### src/rtl/dpll_lock_detector.sv
`default_nettype none
// ============================================================================
// dpll_lock_detector : per-reference-period phase/correction observer with
//                      lock qualification state machine for the DPLL.
// Revision 1.0
// ============================================================================
module dpll_lock_detector #(
  parameter int CNT_W      = 12,
  parameter int PHASE_TOL  = 2,
  parameter int MAX_CORR   = 4,
  parameter int LOCK_CNT   = 8,
  parameter int UNLOCK_CNT = 2
) (
  input  logic             clk_i,
  input  logic             reset_i,
  input  logic             ref_i,
  input  logic             fb_i,
  input  logic             carry_i,
  input  logic             borrow_i,
  output logic             locked_o,
  output logic             meas_valid_o,
  output logic [CNT_W:0]   phase_err_o,
  output logic [CNT_W-1:0] period_len_o,
  output logic [7:0]       corr_count_o,
  output logic             ref_lost_o
);

  localparam logic [1:0] S_UNLOCKED = 2'd0;
  localparam logic [1:0] S_ACQUIRE  = 2'd1;
  localparam logic [1:0] S_LOCKED   = 2'd2;
  localparam logic [1:0] S_HOLD     = 2'd3;

  localparam logic [CNT_W-1:0] C_CNT_MAX  = '1;
  localparam logic [CNT_W:0]   C_TOL      = (CNT_W+1)'(PHASE_TOL);
  localparam logic [7:0]       C_CORR_MAX = 8'(MAX_CORR);
  localparam logic [7:0]       C_LOCK_N   = 8'(LOCK_CNT);
  localparam logic [7:0]       C_UNLOCK_N = 8'(UNLOCK_CNT);

  logic [2:0]       ref_sync_q, fb_sync_q;
  logic             ref_pulse_q, fb_pulse_q;
  logic [CNT_W-1:0] p_cnt_q, p_cnt_d;
  logic [CNT_W-1:0] fb_pos_q, fb_pos_d;
  logic             fb_seen_q, fb_seen_d;
  logic             fb_multi_q, fb_multi_d;
  logic [7:0]       corr_q, corr_d;
  logic             armed_q, armed_d;
  logic [1:0]       state_q, state_d;
  logic [7:0]       run_q, run_d;
  logic [7:0]       bad_q, bad_d;
  logic             locked_q, locked_d;
  logic             meas_valid_q, meas_valid_d;
  logic [CNT_W:0]   phase_err_q, phase_err_d;
  logic [CNT_W-1:0] period_len_q, period_len_d;
  logic [7:0]       corr_count_q, corr_count_d;
  logic             ref_lost_q, ref_lost_d;

  logic [CNT_W-1:0] w_period_len;
  logic [CNT_W-1:0] w_half;
  logic [CNT_W:0]   w_phase;
  logic [CNT_W:0]   w_phase_abs;
  logic [8:0]       w_corr_sum;
  logic [7:0]       w_corr_sat;
  logic [7:0]       w_corr_new;
  logic             w_good;
  logic [7:0]       w_run_inc;
  logic [7:0]       w_bad_inc;

  // Positions at or past half a period are read as feedback leading the next reference edge.
  always_comb begin
    w_period_len = p_cnt_q + CNT_W'(1);
    w_half       = w_period_len >> 1;
    w_phase      = (fb_pos_q < w_half) ? {1'b0, fb_pos_q}
                                       : ({1'b0, fb_pos_q} - {1'b0, w_period_len});
    w_phase_abs  = w_phase[CNT_W] ? ((CNT_W+1)'(0) - w_phase) : w_phase;
    w_corr_sum   = {1'b0, corr_q} + {8'd0, carry_i} + {8'd0, borrow_i};
    w_corr_sat   = w_corr_sum[8] ? 8'hFF : w_corr_sum[7:0];
    w_corr_new   = {7'd0, carry_i} + {7'd0, borrow_i};
    w_good       = fb_seen_q & ~fb_multi_q & (w_phase_abs <= C_TOL) & (corr_q <= C_CORR_MAX);
    w_run_inc    = run_q + 8'd1;
    w_bad_inc    = bad_q + 8'd1;
  end

  always_comb begin
    p_cnt_d      = p_cnt_q;
    fb_pos_d     = fb_pos_q;
    fb_seen_d    = fb_seen_q;
    fb_multi_d   = fb_multi_q;
    corr_d       = corr_q;
    armed_d      = armed_q;
    state_d      = state_q;
    run_d        = run_q;
    bad_d        = bad_q;
    meas_valid_d = 1'b0;
    phase_err_d  = phase_err_q;
    period_len_d = period_len_q;
    corr_count_d = corr_count_q;
    ref_lost_d   = ref_lost_q;

    if (ref_pulse_q) begin
      // A feedback edge or correction pulse coincident with the reference edge opens the new period.
      p_cnt_d    = '0;
      corr_d     = w_corr_new;
      fb_seen_d  = fb_pulse_q;
      fb_multi_d = 1'b0;
      fb_pos_d   = '0;
      ref_lost_d = 1'b0;
      armed_d    = 1'b1;
      if (armed_q) begin
        meas_valid_d = 1'b1;
        period_len_d = w_period_len;
        phase_err_d  = fb_seen_q ? w_phase : '0;
        corr_count_d = corr_q;
        case (state_q)
          S_UNLOCKED: begin
            if (w_good) begin
              if (C_LOCK_N <= 8'd1) begin
                state_d = S_LOCKED;
              end else begin
                state_d = S_ACQUIRE;
                run_d   = 8'd1;
              end
            end
          end
          S_ACQUIRE: begin
            if (w_good) begin
              run_d = w_run_inc;
              if (w_run_inc >= C_LOCK_N) begin
                state_d = S_LOCKED;
                run_d   = 8'd0;
              end
            end else begin
              state_d = S_UNLOCKED;
              run_d   = 8'd0;
            end
          end
          S_LOCKED: begin
            if (!w_good) begin
              if (C_UNLOCK_N <= 8'd1) begin
                state_d = S_UNLOCKED;
              end else begin
                state_d = S_HOLD;
                bad_d   = 8'd1;
              end
            end
          end
          default: begin
            if (w_good) begin
              state_d = S_LOCKED;
              bad_d   = 8'd0;
            end else begin
              bad_d = w_bad_inc;
              if (w_bad_inc >= C_UNLOCK_N) begin
                state_d = S_UNLOCKED;
                bad_d   = 8'd0;
              end
            end
          end
        endcase
      end
    end else begin
      if (p_cnt_q != C_CNT_MAX) begin
        p_cnt_d = p_cnt_q + CNT_W'(1);
      end
      corr_d = w_corr_sat;
      if (fb_pulse_q) begin
        if (!fb_seen_q) begin
          fb_pos_d  = p_cnt_q + CNT_W'(1);
          fb_seen_d = 1'b1;
        end else begin
          fb_multi_d = 1'b1;
        end
      end
      if (p_cnt_q == C_CNT_MAX) begin
        ref_lost_d = 1'b1;
        armed_d    = 1'b0;
        state_d    = S_UNLOCKED;
        run_d      = 8'd0;
        bad_d      = 8'd0;
      end
    end

    locked_d = (state_d == S_LOCKED) || (state_d == S_HOLD);
  end

  always_ff @(posedge clk_i or posedge reset_i) begin
    if (reset_i) begin
      ref_sync_q   <= '0;
      fb_sync_q    <= '0;
      ref_pulse_q  <= 1'b0;
      fb_pulse_q   <= 1'b0;
      p_cnt_q      <= '0;
      fb_pos_q     <= '0;
      fb_seen_q    <= 1'b0;
      fb_multi_q   <= 1'b0;
      corr_q       <= '0;
      armed_q      <= 1'b0;
      state_q      <= S_UNLOCKED;
      run_q        <= '0;
      bad_q        <= '0;
      locked_q     <= 1'b0;
      meas_valid_q <= 1'b0;
      phase_err_q  <= '0;
      period_len_q <= '0;
      corr_count_q <= '0;
      ref_lost_q   <= 1'b0;
    end else begin
      ref_sync_q   <= {ref_sync_q[1:0], ref_i};
      fb_sync_q    <= {fb_sync_q[1:0], fb_i};
      ref_pulse_q  <= ref_sync_q[1] & ~ref_sync_q[2];
      fb_pulse_q   <= fb_sync_q[1] & ~fb_sync_q[2];
      p_cnt_q      <= p_cnt_d;
      fb_pos_q     <= fb_pos_d;
      fb_seen_q    <= fb_seen_d;
      fb_multi_q   <= fb_multi_d;
      corr_q       <= corr_d;
      armed_q      <= armed_d;
      state_q      <= state_d;
      run_q        <= run_d;
      bad_q        <= bad_d;
      locked_q     <= locked_d;
      meas_valid_q <= meas_valid_d;
      phase_err_q  <= phase_err_d;
      period_len_q <= period_len_d;
      corr_count_q <= corr_count_d;
      ref_lost_q   <= ref_lost_d;
    end
  end

  assign locked_o     = locked_q;
  assign meas_valid_o = meas_valid_q;
  assign phase_err_o  = phase_err_q;
  assign period_len_o = period_len_q;
  assign corr_count_o = corr_count_q;
  assign ref_lost_o   = ref_lost_q;

endmodule
`default_nettype wire

### config.mk
export PLATFORM = sky130hd
export DESIGN_NAME = dpll_lock_detector
export DESIGN_NICKNAME = d
export VERILOG_FILES = /design/src/rtl/dpll_lock_detector.sv
export SDC_FILE = /design/constraint.sdc
export NUM_CORES = 1
export LEC_CHECK = 0
export CAP_MARGIN = 20
export CORE_MARGIN = 2
export CORE_UTILIZATION = 30
export CTS_CLUSTER_SIZE = 40
export DETAILED_ROUTE_END_ITERATION = 10
export SLEW_MARGIN = 20
export SYNTH_ARGS = -nofsm -noshare
export SYNTH_HDL_FRONTEND = slang
export SYNTH_SLANG_ARGS = --single-unit
### constraint.sdc
create_clock -name clk_i -period 5.05 [get_ports clk_i]
set_input_delay 1.01 -clock clk_i [delete_from_list [all_inputs] [get_ports clk_i]]
set_output_delay 1.01 -clock clk_i [all_outputs]
set_load 0.05 [all_outputs]
==> run metrics <==
routability cong. approximately 0.88; TNS Setup 0 ns; Max Cap Violations 0; Clock transition at path regs ~0.070 ns; Final min period between 4 and 5 ns; initial antenna violation count 0; H-tree levels 3; height of the die roughly 150 um; Async SR Flop Fraction 1.00; Pre-antenna DRT Iters 6; CTS tree done; met1 usage 0.240; Hold Buf Count CTS 0; FMAX 0.209 GHz; Slew @ Worst Pin between 0.9 and 1 ns; RSZ-0062 raised after global routing no; die span in x between 100 and 150 um; met2 Usage GRT 0.237; Port Buffer Count 41; Yosys reg bits between 90 and 100; critical path fanouts, max 7; Mean Syn Cell Area about 8.9 sq um; Tcrit/Tclk final 0.949; Antenna diodes 0; num rows 53; synthesized area 6320 sq um; CP required 5.30 ns; Die Footprint between 20000 and 25000 sq um; CTS Sinks between 90 and 100; Layout area overhead 22.1%; LEAKAGE between 3 and 4 nW; drt via density between 5 and 6; Initial Utilization 0.303; startpoint types flop; global-route wire length before repair roughly 28 mm; Global Route met3 Usage 0.0269; crit end category flop; Final Setup Violations 0; total vias in the final route around 5.5k; FILL cells between 2k and 2.5k; syn_nets 728; Max Slew Vio Count 0; outcome complete, no violations; final std cells w/o fill 1050; Mapped Cells ~710; WS Path Type flop to flop; per-cell routed wire length ~16 um; layout cell share with drive strength beyond 1 0.159; Final Hold Fails 0; clk root buf clkbuf_16; Num CTS Buffers 9; drt drc 0; Cell Area, Placed between 7000 and 8000 sq um; Worst Hold Class flop to flop; PwrDens between 400 and 500 nW/um^2; Final Skew around 0.0042 ns; vias in the first global route roughly 5.2k; Yosys cell types 85; latest clock arrival within the worst-skew pair roughly 0.36 ns; total core area between 20000 and 25000 sq um; Post-synth EDFFs 0; Synthesis Warnings 0; critical path arrival approximately 5 ns; dpl hpwl between 10 and 15 mm; CTS max path bufs 2; cell area after layout 7710 sq um; Overflow after GRT 0; largest net degree at the start of global routing 50; grt peak-use layer met1; VDD IR-drop max between 0.3 and 0.4 mV; ys flop type dfrtp_1; nets roughly 800; Final ANT Viol Nets 0; Placed Cells incl. Taps 1030; register area share after synthesis 0.384; slew margin rel. 0.393; drt initial violations 400; Post-Route WL about 17 mm; IO Count 42; Global Route Usage Sum 0.162
==> synth_stat cells (all sizes together) (4+ instances only) <==
cell | count | area (sq um)
o2111ai | 5 | 43.8
a31oi | 6 | 52.6
nor2b | 7 | 43.8
nor2 | 56 | 213
a22o | 6 | 52.6
ha | 12 | 150
or3 | 9 | 56.3
nand3 | 22 | 110
nor3 | 25 | 135
nand4 | 15 | 100
o21a | 8 | 60.1
a22oi | 6 | 45.0
or2 | 8 | 50.1
xnor2 | 24 | 218
clkbuf | 30 | 113
and3 | 11 | 68.8
nor4 | 9 | 77.6
nand2 | 60 | 225
a21boi | 4 | 30.0
a211oi | 23 | 173
o21ai | 51 | 255
inv | 31 | 116
mux2 | 8 | 90.1
maj3 | 4 | 43.8
xor2 | 12 | 120
o31ai | 7 | 52.6
a21oi | 37 | 189
and2 | 14 | 90.1
o211ai | 15 | 126
a21o | 7 | 52.6
buf | 10 | 55.1
and4 | 6 | 55.1
mux2i | 6 | 60.1
dfrtp | 97 | 2430
o22ai | 7 | 43.8
==> repair_timing <==
action                     in CTS  in global routing
buffers inserted                0                  4
setup endpoints to repair       0                 11
gates resized for setup         0                 16
==> final cells by class <==
cell class | instances | area (sq um) | share of cell area
inverters | 31 | 119 | 0.0154
repair buffers | 91 | 786 | 0.102
flip-flops and latches | 97 | 2430 | 0.315
multi-input cells | 540 | 3720 | 0.482
well taps | 275 | 344 | 0.0446
clock buffers | 9 | 225 | 0.0292
clock inverters | 7 | 92.6 | 0.0120
==> cell families (layout without fill, tap and decap cells) <==
kind of cell / after synthesis / in the layout / share of synthesized area
and+or+nand+nor: 255 / 255 / 0.211
AOI/OAI and AO/OA: 214 / 214 / 0.235
xor gates and xnor gates: 39 / 39 / 0.0642
muxes: 14 / 14 / 0.0238
adders and majority gates: 18 / 18 / 0.0370
buffers and inverters: 71 / 138 / 0.0450
DFF: 97 / 97 / 0.384
==> layout by cell type (no fill, tap or decap), drive strengths merged, types with 23 or more instances in the layout <==
| master | synthesis | final |
|---|---|---|
| a211oi | 23 | 23 |
| a21oi | 37 | 37 |
| buf | 10 | 50 |
| clkdlybuf4s50 | 0 | 41 |
| dfrtp | 97 | 97 |
| inv | 31 | 32 |
| nand2 | 60 | 60 |
| nor2 | 56 | 56 |
| nor3 | 25 | 25 |
| o21ai | 51 | 51 |
| xnor2 | 24 | 24 |
==> registers in the layout, summed over array words and instances (netlist names), 2 cells and up <==
name	cells
phase_err_o	13
bad_q	8
corr_q	8
fb_pos_q	12
state_q	2
ref_sync_q	3
period_len_o	12
corr_count_o	8
p_cnt_q	12
run_q	8
fb_sync_q	3
==> stage by stage <==
stage	util	setup WS, ns	total power, mW	hold slack [ns]
after detailed placement	0.351	0.129	2.83	0.336
after global routing	0.371	0.00721	3.87	0.377
final	0.371	0.258	3.64	0.348
after floorplan	-	0.0270	2.26	0.331
after global placement	0.351	0.205	2.84	0.332
after CTS	0.366	0.0894	3.59	0.351
==> layer usage <==
layer	up-vias	routed length (um)
li1	2736	-
met1	2622	8650
met2	137	7550
met3	15	820
met4	0	217
met5	-	0
==> power breakdown <==
group          leakage [nW]  switching (mW)  internal, mW
logic                  1.75            1.14         0.767
registers              1.29           0.109         0.887
clock network         0.160           0.306         0.434
total                  3.19            1.55          2.09
==> path summary, 6_finish.rpt <==
kind | start | end | slack [ns] | cells after the start
setup / recovery | p_cnt_q[1] | run_q[0] | 0.26 | 21
hold / removal | ref_sync_q[0] | ref_sync_q[1] | 0.35 | 0
setup reg to reg | p_cnt_q[1] | run_q[0] | 0.26 | 21
hold reg to reg | ref_sync_q[0] | ref_sync_q[1] | 0.35 | 0
max in group asynchronous | reset_i | p_cnt_q[0] | 3.42 | 3
min in group asynchronous | reset_i | corr_q[2] | 1.17 | 3
==> worst max-delay path, stage by stage, from the launching register on <==
cell and delay, ns:
dfrtp_1 0.44, ha_4 0.29, or3b_1 0.33, a22o_1 0.21, maj3_2 0.30, a21oi_2 0.14
nor3_2 0.08, o21ai_2 0.17, nand2_2 0.11, o21ai_2 0.18, ha_2 0.21, nand2_1 0.05
or2_4 0.25, a211oi_4 0.27, o31ai_4 0.11, a22o_1 0.22, a2111oi_2 0.27, and4b_1 0.23
o2111a_2 0.30, o211ai_4 0.13, and2_4 0.19, a22o_1 0.21
No activity file was read; power rests on OpenSTA's default activity.
